--- config.mk ---
export PLATFORM = sky130hd
export DESIGN_NAME = alu_issue_ctrl_flat
export DESIGN_NICKNAME = d
export VERILOG_FILES = /design/src/rtl/alu_issue_ctrl_if.sv /design/src/rtl/alu_issue_ctrl.sv /design/src/flat_wrapper.sv
export SDC_FILE = /design/constraint.sdc
export NUM_CORES = 1
export LEC_CHECK = 0
export CAP_MARGIN = 20
export CORE_MARGIN = 2
export CORE_UTILIZATION = 42
export DETAILED_ROUTE_END_ITERATION = 10
export PLACE_DENSITY_LB_ADDON = 0.12
export SYNTH_ARGS = -nofsm -noshare
export SYNTH_HDL_FRONTEND = slang
export SYNTH_SLANG_ARGS = --single-unit
--- constraint.sdc ---
create_clock -name clk -period 2.3 [get_ports clk]
set_clock_uncertainty 0.05 [all_clocks]
set_input_delay 0.23 -clock clk [delete_from_list [all_inputs] [get_ports clk]]
set_output_delay 0.23 -clock clk [all_outputs]
set_load 0.005 [all_outputs]
--- src/rtl/alu_issue_ctrl_if.sv ---
// Purpose : bundles the instruction, ALU, writeback and branch signals of the
//           execute-stage issue controller.
// Modports: slave  - the controller (accepts instructions, drives ALU/wb/br)
//           master - the surrounding pipeline/ALU environment
// Signals : instr_* (decoded instruction, valid/ready), alu_a/alu_b/
//           alu_operation/alu_out, wb_* (writeback valid/ready), br_valid/
//           br_taken, illegal_op.
interface alu_issue_ctrl_if #(
  parameter int DW = 32,
  parameter int RW = 5
);
  logic          instr_valid;
  logic          instr_ready;
  logic [3:0]    instr_opcode;
  logic [DW-1:0] instr_rs_val;
  logic [DW-1:0] instr_rt_val;
  logic [15:0]   instr_imm;
  logic [RW-1:0] instr_rd;

  logic [DW-1:0] alu_a;
  logic [DW-1:0] alu_b;
  logic [5:0]    alu_operation;
  logic [DW-1:0] alu_out;

  logic          wb_valid;
  logic          wb_ready;
  logic [RW-1:0] wb_rd;
  logic [DW-1:0] wb_data;

  logic          br_valid;
  logic          br_taken;
  logic          illegal_op;

  modport slave (
    input  instr_valid, instr_opcode, instr_rs_val, instr_rt_val, instr_imm, instr_rd,
    output instr_ready,
    output alu_a, alu_b, alu_operation,
    input  alu_out,
    output wb_valid, wb_rd, wb_data,
    input  wb_ready,
    output br_valid, br_taken, illegal_op
  );

  modport master (
    output instr_valid, instr_opcode, instr_rs_val, instr_rt_val, instr_imm, instr_rd,
    input  instr_ready,
    input  alu_a, alu_b, alu_operation,
    output alu_out,
    input  wb_valid, wb_rd, wb_data,
    output wb_ready,
    input  br_valid, br_taken, illegal_op
  );
endinterface

--- src/rtl/alu_issue_ctrl.sv ---
// Purpose : execute-stage issue controller. Accepts one decoded instruction,
//           registers ALU operands and the 6-bit operation code, waits
//           ALU_LATENCY cycles, samples alu_out, then either offers a
//           writeback or resolves a branch. One instruction in flight.
// Ports   : clk    - clock, rising edge
//           rst_n  - asynchronous active-low reset
//           bus    - alu_issue_ctrl_if.slave (instruction, ALU, wb, branch)
//
// state | meaning
// IDLE  | instr_ready high, waiting for an instruction
// EXEC  | operands held on the ALU, latency counter running
// WB    | wb_valid offered until wb_ready
// BR    | one-cycle br_valid pulse with br_taken
// ILL   | one-cycle illegal_op pulse, nothing else touched
module alu_issue_ctrl #(
  parameter int DW          = 32,
  parameter int RW          = 5,
  parameter int ALU_LATENCY = 1
) (
  input logic             clk,
  input logic             rst_n,
  alu_issue_ctrl_if.slave bus
);

  localparam int CW = (ALU_LATENCY < 2) ? 1 : $clog2(ALU_LATENCY + 1);

  localparam logic [3:0] OP_ADD  = 4'd0;
  localparam logic [3:0] OP_SUB  = 4'd1;
  localparam logic [3:0] OP_ADDI = 4'd2;
  localparam logic [3:0] OP_SLT  = 4'd3;
  localparam logic [3:0] OP_SLTU = 4'd4;
  localparam logic [3:0] OP_AND  = 4'd5;
  localparam logic [3:0] OP_OR   = 4'd6;
  localparam logic [3:0] OP_XOR  = 4'd7;
  localparam logic [3:0] OP_NOR  = 4'd8;
  localparam logic [3:0] OP_BEQ  = 4'd9;
  localparam logic [3:0] OP_BNE  = 4'd10;
  localparam logic [3:0] OP_BLTZ = 4'd11;
  localparam logic [3:0] OP_LUI  = 4'd12;

  typedef enum logic [2:0] {
    S_IDLE,
    S_EXEC,
    S_WB,
    S_BR,
    S_ILL
  } state_t;

  state_t        state_q;
  logic [CW-1:0] cnt_q;
  logic [3:0]    opc_q;
  logic [RW-1:0] rd_q;
  logic [DW-1:0] alu_a_q;
  logic [DW-1:0] alu_b_q;
  logic [5:0]    alu_op_q;
  logic          ready_q;
  logic          wb_valid_q;
  logic [RW-1:0] wb_rd_q;
  logic [DW-1:0] wb_data_q;
  logic          br_valid_q;
  logic          br_taken_q;
  logic          ill_q;

  logic [DW-1:0] alu_a_d;
  logic [DW-1:0] alu_b_d;
  logic [5:0]    alu_op_d;
  logic          ill_d;
  logic          is_branch;
  logic          br_res;

  // Operand/operation decode for the instruction currently offered.
  always_comb begin
    alu_a_d  = bus.instr_rs_val;
    alu_b_d  = bus.instr_rt_val;
    alu_op_d = 6'b000000;
    ill_d    = 1'b0;
    unique case (bus.instr_opcode)
      OP_ADD:  alu_op_d = 6'b000000;
      OP_SUB:  alu_op_d = 6'b000010;
      OP_ADDI: begin
        alu_b_d  = DW'($signed(bus.instr_imm));
        alu_op_d = 6'b000000;
      end
      OP_SLT:  alu_op_d = 6'b000100;
      OP_SLTU: alu_op_d = 6'b000101;
      OP_AND:  alu_op_d = 6'b001000;
      OP_OR:   alu_op_d = 6'b001100;
      OP_XOR:  alu_op_d = 6'b010000;
      OP_NOR:  alu_op_d = 6'b010100;
      OP_BEQ:  alu_op_d = 6'b000010;
      OP_BNE:  alu_op_d = 6'b000010;
      OP_BLTZ: begin
        alu_b_d  = '0;
        alu_op_d = 6'b000000;
      end
      OP_LUI: begin
        alu_a_d  = '0;
        alu_b_d  = DW'({bus.instr_imm, 16'h0000});
        alu_op_d = 6'b000000;
      end
      default: ill_d = 1'b1;
    endcase
  end

  // Branch outcome from the sampled ALU result; BEQ/BNE use a - b.
  always_comb begin
    is_branch = 1'b0;
    br_res    = 1'b0;
    case (opc_q)
      OP_BEQ: begin
        is_branch = 1'b1;
        br_res    = (bus.alu_out == '0);
      end
      OP_BNE: begin
        is_branch = 1'b1;
        br_res    = (bus.alu_out != '0);
      end
      OP_BLTZ: begin
        is_branch = 1'b1;
        br_res    = bus.alu_out[DW-1];
      end
      default: begin
        is_branch = 1'b0;
        br_res    = 1'b0;
      end
    endcase
  end

  // Single FSM with registered outputs. instr_ready is registered too, so it
  // rises on the first edge after reset release and on every return to IDLE.
  always_ff @(posedge clk or negedge rst_n) begin
    if (!rst_n) begin
      state_q    <= S_IDLE;
      cnt_q      <= '0;
      opc_q      <= '0;
      rd_q       <= '0;
      alu_a_q    <= '0;
      alu_b_q    <= '0;
      alu_op_q   <= '0;
      ready_q    <= 1'b0;
      wb_valid_q <= 1'b0;
      wb_rd_q    <= '0;
      wb_data_q  <= '0;
      br_valid_q <= 1'b0;
      br_taken_q <= 1'b0;
      ill_q      <= 1'b0;
    end else begin
      br_valid_q <= 1'b0;
      ill_q      <= 1'b0;
      case (state_q)
        S_IDLE: begin
          ready_q <= 1'b1;
          if (ready_q && bus.instr_valid) begin
            ready_q <= 1'b0;
            opc_q   <= bus.instr_opcode;
            rd_q    <= bus.instr_rd;
            if (ill_d) begin
              // ALU operands deliberately left untouched for illegal opcodes.
              ill_q   <= 1'b1;
              state_q <= S_ILL;
            end else begin
              alu_a_q  <= alu_a_d;
              alu_b_q  <= alu_b_d;
              alu_op_q <= alu_op_d;
              cnt_q    <= CW'(ALU_LATENCY);
              state_q  <= S_EXEC;
            end
          end
        end
        S_EXEC: begin
          if (cnt_q == CW'(1)) begin
            if (is_branch) begin
              br_valid_q <= 1'b1;
              br_taken_q <= br_res;
              state_q    <= S_BR;
            end else if (rd_q == '0) begin
              // Writes to r0 are discarded; no writeback handshake.
              ready_q <= 1'b1;
              state_q <= S_IDLE;
            end else begin
              wb_valid_q <= 1'b1;
              wb_rd_q    <= rd_q;
              wb_data_q  <= bus.alu_out;
              state_q    <= S_WB;
            end
          end else begin
            cnt_q <= cnt_q - CW'(1);
          end
        end
        S_WB: begin
          if (bus.wb_ready) begin
            wb_valid_q <= 1'b0;
            ready_q    <= 1'b1;
            state_q    <= S_IDLE;
          end
        end
        S_BR: begin
          ready_q <= 1'b1;
          state_q <= S_IDLE;
        end
        S_ILL: begin
          ready_q <= 1'b1;
          state_q <= S_IDLE;
        end
        default: begin
          ready_q <= 1'b0;
          state_q <= S_IDLE;
        end
      endcase
    end
  end

  assign bus.instr_ready   = ready_q;
  assign bus.alu_a         = alu_a_q;
  assign bus.alu_b         = alu_b_q;
  assign bus.alu_operation = alu_op_q;
  assign bus.wb_valid      = wb_valid_q;
  assign bus.wb_rd         = wb_rd_q;
  assign bus.wb_data       = wb_data_q;
  assign bus.br_valid      = br_valid_q;
  assign bus.br_taken      = br_taken_q;
  assign bus.illegal_op    = ill_q;

endmodule

--- src/flat_wrapper.sv ---
// flat-port wrapper written by rule: the top's interface ports become plain ports
module alu_issue_ctrl_flat 
#(
  parameter int DW          = 32,
  parameter int RW          = 5,
  parameter int ALU_LATENCY = 1
)
  (clk, rst_n, bus_instr_valid, bus_instr_opcode, bus_instr_rs_val, bus_instr_rt_val, bus_instr_imm, bus_instr_rd, bus_instr_ready, bus_alu_a, bus_alu_b, bus_alu_operation, bus_alu_out, bus_wb_valid, bus_wb_rd, bus_wb_data, bus_wb_ready, bus_br_valid, bus_br_taken, bus_illegal_op);
  alu_issue_ctrl_if #(.DW(DW), .RW(RW)) bus_i ();
  input logic clk;
  input logic rst_n;
  input wire logic [$bits(bus_i.instr_valid)-1:0] bus_instr_valid;
  input wire logic [$bits(bus_i.instr_opcode)-1:0] bus_instr_opcode;
  input wire logic [$bits(bus_i.instr_rs_val)-1:0] bus_instr_rs_val;
  input wire logic [$bits(bus_i.instr_rt_val)-1:0] bus_instr_rt_val;
  input wire logic [$bits(bus_i.instr_imm)-1:0] bus_instr_imm;
  input wire logic [$bits(bus_i.instr_rd)-1:0] bus_instr_rd;
  output wire logic [$bits(bus_i.instr_ready)-1:0] bus_instr_ready;
  output wire logic [$bits(bus_i.alu_a)-1:0] bus_alu_a;
  output wire logic [$bits(bus_i.alu_b)-1:0] bus_alu_b;
  output wire logic [$bits(bus_i.alu_operation)-1:0] bus_alu_operation;
  input wire logic [$bits(bus_i.alu_out)-1:0] bus_alu_out;
  output wire logic [$bits(bus_i.wb_valid)-1:0] bus_wb_valid;
  output wire logic [$bits(bus_i.wb_rd)-1:0] bus_wb_rd;
  output wire logic [$bits(bus_i.wb_data)-1:0] bus_wb_data;
  input wire logic [$bits(bus_i.wb_ready)-1:0] bus_wb_ready;
  output wire logic [$bits(bus_i.br_valid)-1:0] bus_br_valid;
  output wire logic [$bits(bus_i.br_taken)-1:0] bus_br_taken;
  output wire logic [$bits(bus_i.illegal_op)-1:0] bus_illegal_op;
  assign bus_i.instr_valid = bus_instr_valid;
  assign bus_i.instr_opcode = bus_instr_opcode;
  assign bus_i.instr_rs_val = bus_instr_rs_val;
  assign bus_i.instr_rt_val = bus_instr_rt_val;
  assign bus_i.instr_imm = bus_instr_imm;
  assign bus_i.instr_rd = bus_instr_rd;
  assign bus_instr_ready = bus_i.instr_ready;
  assign bus_alu_a = bus_i.alu_a;
  assign bus_alu_b = bus_i.alu_b;
  assign bus_alu_operation = bus_i.alu_operation;
  assign bus_i.alu_out = bus_alu_out;
  assign bus_wb_valid = bus_i.wb_valid;
  assign bus_wb_rd = bus_i.wb_rd;
  assign bus_wb_data = bus_i.wb_data;
  assign bus_i.wb_ready = bus_wb_ready;
  assign bus_br_valid = bus_i.br_valid;
  assign bus_br_taken = bus_i.br_taken;
  assign bus_illegal_op = bus_i.illegal_op;
  alu_issue_ctrl #(.DW(DW), .RW(RW), .ALU_LATENCY(ALU_LATENCY)) u_core (.clk(clk), .rst_n(rst_n), .bus(bus_i));
endmodule
# After elaboration in Yosys (flattened, before gate mapping)
# Index checks and enable logic that the tools add are counted.
# totals
regBits	125
inputBits	125
word_cells	96
# op_classes
n_addsub	1
n_eq_ne	26
mux	33
n_bitwise	2
n_reduce_logical	20
# op_table
op	n
$pmux W32 S3	1
$pmux W5 S7	1
$eq A4 B4 Y1 const B	8
$logic_not A32 Y1	1
$mux W32	1
$reduce_bool A32 Y1	1
$mux W1	19
$eq A4 B3 Y1 const B	4
$mux W3	5
$reduce_or A13 Y1	1
$reduce_and A3 Y1	4
$pmux W3 S3	1
$eq A4 B2 Y1 const B	2
$ne A2 B2 Y1 const B	4
$reduce_and A4 Y1	2
$eq A3 B2 Y1 const B	2
$ne A2 B1 Y1 const B	3
$reduce_or A3 Y1	2
$logic_not A5 Y1	1
$reduce_and A5 Y1	1
$eq A4 B1 Y1 const B	1
$logic_not A4 Y1	1
$pmux W1 S2	2
$pmux W1 S4	1
other kinds (11)	13

# Depth between registers and ports, before layout
# Gate-level depths: netlist of run 1.
# logic_depth
ltp_word	6
mapped_depth	7
depth_no_buf	4

# Worst setup path after synthesis of run 1
# OpenSTA, ideal clock, no wires.
# synth_path
path_kind	register to register
start	register u_core.rd_q[0]
end	register u_core.wb_data_q[19] (netlist: u_core.bus.wb_data[19])
setup_ps	125
arrival_ps	1664
required_time_ps	2125
path_slack_ps	461
stages_incl_launch_ff	7
cell_sequence	dfrtp_1 > or4_1 > nor2_2 > nor3b_2 > buf_6 > buf_6 > mux2_4
# synth_via
elab_chain_cells	3
# synth_lines
element	line	rtl
from (decl)	alu_issue_ctrl.sv:52	logic [RW-1:0] rd_q;
from (signal assigned)	alu_issue_ctrl.sv:156	rd_q <= bus.instr_rd;
$logic_not A5 Y1	alu_issue_ctrl.sv:176	end else if (rd_q == '0) begin
$not A1 Y1 (no source line)	--	
$reduce_and A4 Y1 (no source line)	--	
to (signal assigned)	alu_issue_ctrl.sv:183	wb_data_q <= bus.alu_out;
to (decl)	alu_issue_ctrl.sv:59	logic [DW-1:0] wb_data_q;
# No other way between the ends.
# A chain may end at the register's enable or synchronous reset.

# Final worst setup path of run 1
# layout_path
start	register u_core.opc_q[1]
end	register u_core.wb_data_q[7] (netlist: u_core.bus.wb_data[7])
# layout_via
elab_chain_cells	5
elab_cells_between_ends	7
# layout_lines
element	line	rtl
from (decl)	alu_issue_ctrl.sv:51	logic [3:0] opc_q;
from (signal assigned)	alu_issue_ctrl.sv:155	opc_q <= bus.instr_opcode;
$eq A4 B4 Y1	alu_issue_ctrl.sv:109	case (opc_q)
$reduce_or A3 Y1 (no source line) (*)	--	
$mux W1 (*)	alu_issue_ctrl.sv:109	
$not A1 Y1 (no source line) (*)	--	
$reduce_and A4 Y1 (no source line) (*)	--	
# Mark *: on every way between the ends. The rest lies on a longest branch, timed or not.

==> results of run 1 <==
-- repair_timing --
action / CTS / global route
endpoints found under the hold margin: 45 / 0
buffers inserted: 0 / 0
hold buffers: 1 / 0
-- how the worst max path moves through the flow --
| stage | slack, ns | endpoint | start |
|---|---|---|---|
| 5_1_grt | 0.22 | u_core.bus.wb_data[2]$_DFFE_PN0P_ | u_core.opc_q[1]$_DFFE_PN0P_ |
| 3_3_place_gp | 0.25 | u_core.bus.alu_a[20]$_DFFE_PN0P_ | bus_instr_opcode[0] |
| 4_1_cts | 0.34 | u_core.bus.wb_data[7]$_DFFE_PN0P_ | u_core.opc_q[1]$_DFFE_PN0P_ |
| 3_5_place_dp | 0.18 | u_core.bus.alu_b[24]$_DFFE_PN0P_ | bus_instr_opcode[2] |
| 6_report | 0.34 | u_core.bus.wb_data[7]$_DFFE_PN0P_ | u_core.opc_q[1]$_DFFE_PN0P_ |
| 2_1_floorplan | 0.46 | u_core.bus.wb_data[19]$_DFFE_PN0P_ | u_core.rd_q[0]$_DFFE_PN0P_ |
-- through the flow --
step | hold slack (ns) | setup slack (ns) | instance area (sq um) | instances
4_1_cts | 0.280 | 0.337 | 8480 | 857
5_1_grt | 0.306 | 0.220 | 8480 | 857
3_5_place_dp | 0.243 | 0.182 | 7870 | 824
6_report | 0.294 | 0.344 | 8480 | 857
2_1_floorplan | -0.116 | 0.461 | 5260 | 439
3_3_place_gp | 0.227 | 0.252 | 7870 | 824
-- state kept, by name, indices dropped and copies added (netlist names), 3 cells and up --
| register | cells |
|---|---|
| u_core.bus.wb_data | 32 |
| u_core.opc_q | 4 |
| u_core.bus.alu_a | 32 |
| u_core.bus.wb_rd | 5 |
| u_core.state_q | 3 |
| u_core.rd_q | 5 |
| u_core.bus.alu_b | 32 |
| u_core.bus.alu_operation | 5 |
-- power breakdown --
part	leakage, nW	switching (mW)	internal [mW]	total [mW]
Combinational	1.80	1.53	2.82	4.35
Sequential	1.53	0.614	3.19	3.81
Clock	0.301	0.900	1.81	2.71
-- routing by layer --
| layer | vias to the layer above | global-route usage (%) |
|---|---|---|
| met5 | - | 0 |
| met4 | 0 | 11.6 |
| met3 | 30 | 8.00 |
| met2 | 224 | 37.2 |
| met1 | 2160 | 26.1 |
| li1 | 2084 | - |
-- cell families (layout without fill, tap and decap cells) --
kind of cell	count (synthesis)	after routing	synth area share, %
buffers and inverters	41	291	3.85
DFF	124	124	58.9
and+or+nand+nor	108	108	10.3
AOI/OAI and AO/OA	126	126	17.2
other	1	1	0.0712
muxes	38	38	9.46
xor gates and xnor gates	1	1	0.166
-- synthesized netlist by cell type (2+ instances only) --
cell type / n
dfrtp_1: 124
nand2_1: 61
a22o_1: 32
o21ai_0: 30
mux2_4: 19
mux2_2: 18
a22oi_1: 16
a221oi_1: 15
buf_2: 15
clkbuf_1: 15
nor2_1: 10
nor4_1: 8
o21ai_1: 7
a21oi_1: 5
inv_1: 5
nand2b_1: 5
nand3_1: 4
o211ai_1: 4
a31oi_1: 3
buf_6: 3
a211oi_1: 2
and2_1: 2
and3_1: 2
buf_4: 2
nand4_1: 2
nand4b_1: 2
o31ai_1: 2
or2_2: 2
-- area by class of cell --
| cell class | instances | area, sq um |
|---|---|---|
| repair buffers | 254 | 2560 |
| clock inverters | 7 | 110 |
| well taps | 168 | 210 |
| multi-input cells | 274 | 1990 |
| inverters | 5 | 18.8 |
| fillers | 939 | 3630 |
| flip-flops and latches | 124 | 3100 |
| clock buffers | 25 | 495 |
-- worst register-to-register path: cells and delay by family, from the launching register on --
kind                   cells  cell delay [ns]
flip-flops                 1             0.42
AO/OA/AOI/OAI              1             0.41
multiplexers               1             0.38
AND/OR/NAND/NOR            1             0.30
buffers and inverters      1             0.28
==> results.toml, run 1 <==
[outcome]
outcome = "completed"

[sta]
tightest_slew_ns = 0.637
setup_viol = 0
report.final.slew_viol_count = 0
hold_viol_final = 0
relSlewSlack_pct = 57.5
fmaxAchievable_ghz = 0.511
finalCritPeriodShare_pct = 85.0
rsz0062_at_grt = "false"
min_period_ns = 1.96
setup_tns_ns = 0

[yosys]
async_reset_ff_share_pct = 100
synthTopCellsByArea = "dfrtp_1 (59%), mux2_4 (5.4%), a22o_1 (5.3%)"
synth-seq-cells = 124
synth_ff_type = "dfrtp_1"
synth_edf_count = 0
yosys_warnings = 0
synth_top_cell_by_area = "dfrtp_1"
syn_area_sq_mm = 0.00526
synth_top_area_share_pct = 58.9
yosysSeqAreaShare_pct = 58.9
synthCells = 439
syn_avg_cell_area_sq_um = 12.0
syn_nets = 564
yosysUniqueCellTypes = 52

[placed_design]
routabilityCongestion = 0.816
portBuffers = 235
dp_hpwl_mm = 10.7

[clock_network]
cts_buffers = 17
clk_latency_ns = 0.41
cts_resized = 0
cts_sinks = 124
htreeDepth = 4
cts_buffer_depth = 2
cts_tree = "yes"
path_clk_slew_ns = 0.05
clock_tree.root_cell = "clkbuf_16"

[hold_path]
hold_path.class = "in -> reg"
min_from = "bus_instr_rd[4]"
hold_path_depth = 3
hold_end = "u_core.rd_q[4]$_DFFE_PN0P_"

[setup_path]
slowest_delay_ns = 0.42
crit_family = "flip-flops"
arrival_ns = 2.20
crit_chain = "o21bai_1 > nor3b_4 > buf_12 > mux2_2"
reg2reg_slack_ns = 0.34
required_ns = 2.54
rr_endpoint = "u_core.bus.wb_data[7]$_DFFE_PN0P_"
crit_type = "reg -> reg"
r2r_start = "u_core.opc_q[1]$_DFFE_PN0P_"
critPathCaptureType = "register"
cp.depth = 4
path_buf_inv = 1
r2r_cells = 4
cp-start-kind = "register"
cp_slowest_cell = "dfrtp_1"
cp_max_fo = 38

[finish]
mostFrequentLayoutCells = "clkdlybuf4s50_1 (234), dfrtp_1 (124), nand2_1 (61)"
nNetsFinal = 801
drive_above_1_share_pct = 13.6
antenna_cells = 0
post-route-util_pct = 70.1
area_delta_synth_final_pct = 61.2
final_common_cell = "clkdlybuf4s50_1"

[floorplan]
die_w_microns = 116
die-area_sq_mm = 0.0134
die_height_microns = 116
core_sq_mm = 0.0121
start_util_pct = 43.5
rows = 40
num_io_pins = 237

[global_routing]
grt_pass1_vias = 4742
antenna_found_initial = 0
grt_pass1_wl_mm = 23.2
grt.total_usage_pct = 22.6
grt_max_degree = 79
grt_overflow = 0

[detailed_routing]
vias = 4498
dr_wl_met3_mm = 1.42
routed_wl_mm = 14.8
met1_length_mm = 5.87
drc = 0
met2_length_mm = 7.18
wl_per_cell_microns = 17.3
first_iter_violations = 263
drt-pass1-iter-count = 4
avgViaCountPerCell = 5.25
antenna_left = 0
highest_layer = "met4"

[power_and_ir_drop]
total_power_mw = 10.9
leakagePower_nw = 3.63
powerDensity_mw_per_mm2 = 1280
vdd_drop_max_v = 0.000571

[job]
drv_cap = 0
No activity file was read; power rests on OpenSTA's default activity.
==> run 2, diff against run 1 <==
--- a/config.mk
+++ b/config.mk
@@ -6,8 +6,10 @@
 export NUM_CORES = 1
 export LEC_CHECK = 0
 export CAP_MARGIN = 20
+export CELL_PAD_IN_SITES_DETAIL_PLACEMENT = 1
+export CELL_PAD_IN_SITES_GLOBAL_PLACEMENT = 1
 export CORE_MARGIN = 2
-export CORE_UTILIZATION = 42
+export CORE_UTILIZATION = 32
 export DETAILED_ROUTE_END_ITERATION = 10
 export PLACE_DENSITY_LB_ADDON = 0.12
 export SYNTH_ARGS = -nofsm -noshare
==> constraint.sdc (replaced) <==
create_clock -name clk -period 2.23 [get_ports clk]
set_clock_uncertainty 0.05 [all_clocks]
set_input_delay 0.223 -clock clk [delete_from_list [all_inputs] [get_ports clk]]
set_output_delay 0.223 -clock clk [all_outputs]
set_load 0.005 [all_outputs]
==> results.toml, run 2 (synthesis results as in run 1) <==
[outcome]
outcome = "completed"

[global_routing]
grt-busiest-layer = "met2"
antenna_found_initial = 0
grt.met1_usage_pct = 22.0
grt_pass1_wl_mm = 26.3
grt_overflow = 0
grt_max_degree = 125
grt.total_usage_pct = 19.0
use_met3_pct = 6.19
use_met2_pct = 32.8
grt_pass1_vias = 4915

[setup_path]
critPathCaptureType = "register"
slowest_delay_ns = 0.54
cp_max_fo = 35
required_ns = 2.47
arrival_ns = 2.20
reg2reg_slack_ns = 0.27
cp_slowest_cell = "or4_1"
cp-start-kind = "register"
crit_chain = "or4_1 > nor2_2 > nor3b_4 > buf_12 > mux2_4"
crit_type = "reg -> reg"

[clock_network]
post_cts_buffers = 0
cts_buffer_depth = 2
path_clk_slew_ns = 0.06
cts_buffers = 17
clk_latency_ns = 0.41
htreeDepth = 4
cts_resized = 0
cts_sinks = 124
cts_tree = "yes"
clock_tree.root_cell = "clkbuf_16"

[sta]
relSlewSlack_pct = 49.6
report.final.slew_viol_count = 0
fmaxAchievable_ghz = 0.511
finalCritPeriodShare_pct = 87.8
layout_setup_ws_ns = 0.272
rsz0062_at_grt = "false"
setup_viol = 0
setup_tns_ns = 0
min_period_ns = 1.96
tightest_slew_ns = 0.756
hold_viol_final = 0

[power_and_ir_drop]
powerDensity_mw_per_mm2 = 1330
leakagePower_nw = 3.65
vdd_drop_max_v = 0.000628

[detailed_routing]
vias = 4494
drt-pass1-iter-count = 4
antenna_left = 0
routed_wl_mm = 16.3
drc = 0
first_iter_violations = 130
wl_per_cell_microns = 18.0
avgViaCountPerCell = 4.95

[finish]
drive_above_1_share_pct = 14.6
final_common_cell = "clkdlybuf4s50_1"
antenna_cells = 0
mostFrequentLayoutCells = "clkdlybuf4s50_1 (234), dfrtp_1 (124), nand2_1 (61)"
area_delta_synth_final_pct = 63.3
nNetsFinal = 804
final_cell_area_sq_mm = 0.00860

[job]
drv_cap = 0

[floorplan]
die_height_microns = 132
start_util_pct = 32.9
rows = 46
die_w_microns = 132
die-area_sq_mm = 0.0175
num_io_pins = 237
core_sq_mm = 0.0160

[placed_design]
dp_slack_ns = 0.112
dpl-instance-area_sq_mm = 0.00795
routabilityCongestion = 0.774
dp_hpwl_mm = 11.6
portBuffers = 235

[hold_path]
hold_path.class = "in -> reg"
[run 2: repair_timing]
action,CTS,global route
hold endpoints to repair,124,0
endpoints found under the setup margin,0,0
hold buffers,1,0
[run 2: final timing paths]
check	end	start	depth (start not counted)
min in group asynchronous	u_core.bus.wb_rd[0]$_DFFE_PN0P_	rst_n	3
max in group asynchronous	u_core.cnt_q$_DFFE_PN0P_	rst_n	3
hold / removal	u_core.rd_q[0]$_DFFE_PN0P_	bus_instr_rd[0]	3
setup reg to reg	u_core.bus.wb_data[0]$_DFFE_PN0P_	u_core.rd_q[0]$_DFFE_PN0P_	5
setup / recovery	u_core.bus.wb_data[0]$_DFFE_PN0P_	u_core.rd_q[0]$_DFFE_PN0P_	5
hold reg to reg	u_core.opc_q[2]$_DFFE_PN0P_	u_core.opc_q[2]$_DFFE_PN0P_	2
[run 2: final cells by class]
| cell class | count | area, sq um |
|---|---|---|
| clock buffer | 21 | 480 |
| clock inverter | 11 | 156 |
| fill | 1707 | 7400 |
| inverter | 5 | 18.8 |
| multi-input combinational | 274 | 1990 |
| sequential | 124 | 3100 |
| tap | 216 | 270 |
| timing repair buffer | 257 | 2580 |
[run 2: where the power goes]
group	leakage, nW	internal (mW)	switching [mW]
combinational	1.82	2.94	1.63
clock	0.303	1.89	1.03
sequential	1.53	3.29	0.620
total	3.65	8.12	3.28
[run 2: per-layer routing]
layer / vias up / part of all wire [%]
li1: 2093 / -
met1: 2214 / 40
met2: 159 / 51
met3: 28 / 6.9
met4: 0 / 2.2
met5: - / 0
[run 2: through the flow]
step	power, mW	std cells	util (%)	hold WS, ns
floorplan	5.79	439	-	-0.123
global placement	8.41	875	49.7	0.336
detailed placement	8.57	875	49.7	0.342
CTS	11.6	908	53.7	0.268
global route	12.1	908	53.7	0.300
finish	11.4	908	53.7	0.285
[run 2: worst max-delay path, delay by kind of cell (launching register included)]
family	cells	cell delay, ns
flip-flops	1	0.40
AND/OR/NAND/NOR	3	0.85
buffers and inverters	1	0.19
multiplexers	1	0.33
==> run 3, diff against run 2 <==
--- a/config.mk
+++ b/config.mk
@@ -12,6 +12,7 @@
 export CORE_UTILIZATION = 32
 export DETAILED_ROUTE_END_ITERATION = 10
 export PLACE_DENSITY_LB_ADDON = 0.12
+export SKIP_CTS_REPAIR_TIMING = 1
 export SYNTH_ARGS = -nofsm -noshare
 export SYNTH_HDL_FRONTEND = slang
 export SYNTH_SLANG_ARGS = --single-unit
==> results.toml, run 3 (synthesis results as in run 1) <==
[finish]
area_delta_synth_final_pct = 63.3
antenna_cells = 0
fillCellCount = 1707
mostFrequentLayoutCells = "clkdlybuf4s50_1 (234), dfrtp_1 (124), nand2_1 (61)"
drive_above_1_share_pct = 14.6
final_common_cell = "clkdlybuf4s50_1"
nNetsFinal = 804

[global_routing]
grt.total_usage_pct = 19.0
grt_pass1_wl_mm = 26.3
grt_overflow = 0
grt_max_degree = 125
antenna_found_initial = 0
grt_pass1_vias = 4904

[setup_path]
r2r_start = "u_core.rd_q[0]$_DFFE_PN0P_"
arrival_ns = 2.20
required_ns = 2.47
critPathCaptureType = "register"
critPathLaunch = "u_core.rd_q[0]$_DFFE_PN0P_"
crit_type = "reg -> reg"
reg2reg_slack_ns = 0.27
cp-start-kind = "register"
cp_max_fo = 35

[placed_design]
routabilityCongestion = 0.774
dp_hpwl_mm = 11.6
portBuffers = 235

[floorplan]
num_io_pins = 237
core_sq_mm = 0.0160
rows = 46
die_height_microns = 132
start_util_pct = 32.9
die_w_microns = 132
die-area_sq_mm = 0.0175

[hold_path]
hold_path.class = "in -> reg"
min_from = "bus_instr_rd[0]"

[clock_network]
cts_buffer_depth = 2
path_clk_slew_ns = 0.06
cts_tree = "yes"
clock_tree.root_cell = "clkbuf_16"
cts_buffers = 17
htreeDepth = 4
cts_sinks = 124
clk_latency_ns = 0.41

[sta]
report.final.slew_viol_count = 0
rsz0062_at_grt = "false"
setup_viol = 0
setup_tns_ns = 0
relSlewSlack_pct = 49.6
hold_viol_final = 0
fmaxAchievable_ghz = 0.511
finalCritPeriodShare_pct = 87.8
tightest_slew_ns = 0.756
holdWs_ns = 0.285
min_period_ns = 1.96

[detailed_routing]
wl_per_cell_microns = 18.0
drt-pass1-iter-count = 4
routed_wl_mm = 16.3
drc = 0
antenna_left = 0
vias = 4494
avgViaCountPerCell = 4.95
first_iter_violations = 129

[job]
drv_cap = 0

[power_and_ir_drop]
powerDensity_mw_per_mm2 = 1330
leakagePower_nw = 3.65
vdd_drop_max_v = 0.000628

[outcome]
outcome = "completed"
==> run 3: cell counts in the layout (fill, tap and decap cells not counted) <==
No cell type changed its count.
==> run 3: routing by layer <==
layer	vias up	track usage [%]	part of all wire, %
met4	0	7.41	2.2
met5	-	0	0
met3	28	6.15	6.8
li1	2093	-	-
met2	159	32.8	50
met1	2214	22.1	40
==> run 3: report_power, final <==
part	switching, mW	internal [mW]
registers	0.620	3.29
clock network	1.03	1.89
logic	1.63	2.94
total	3.28	8.12
==> run 3: worst paths after layout <==
kind,endpoint,depth (start not counted)
min reg2reg,u_core.opc_q[2]$_DFFE_PN0P_,2
max,u_core.bus.wb_data[0]$_DFFE_PN0P_,5
max reg2reg,u_core.bus.wb_data[0]$_DFFE_PN0P_,5
min,u_core.rd_q[0]$_DFFE_PN0P_,3
max in group asynchronous,u_core.cnt_q$_DFFE_PN0P_,3
min in group asynchronous,u_core.bus.wb_rd[0]$_DFFE_PN0P_,3
==> run 3: worst max-delay path, stage by stage (launching register included) <==
cell     delay (ns)
dfrtp_1        0.40
or4_1          0.54
nor2_2         0.22
nor3b_4        0.09
buf_12         0.19
mux2_4         0.33
==> run 3: stage by stage <==
| step | util, % | setup WS, ns | area (sq um) | total power, mW | std cells |
|---|---|---|---|---|---|
| after floorplan | - | 0.391 | 5260 | 5.79 | 439 |
| after global placement | 49.7 | 0.208 | 7950 | 8.41 | 875 |
| after detailed placement | 49.7 | 0.112 | 7950 | 8.57 | 875 |
| after CTS | 53.7 | 0.270 | 8590 | 11.6 | 907 |
| after global routing | 53.7 | 0.187 | 8600 | 12.1 | 908 |
| final | 53.7 | 0.272 | 8600 | 11.4 | 908 |
==> run 3: layout make-up <==
class / count / area [sq um] / share of cell area, %
Tap cell: 216 / 270 / 3.14
Inverter: 5 / 18.8 / 0.218
Clock inverter: 11 / 156 / 1.82
Timing Repair Buffer: 257 / 2580 / 30.0
Clock buffer: 21 / 480 / 5.59
Multi-Input combinational cell: 274 / 1990 / 23.1
Sequential cell: 124 / 3100 / 36.1
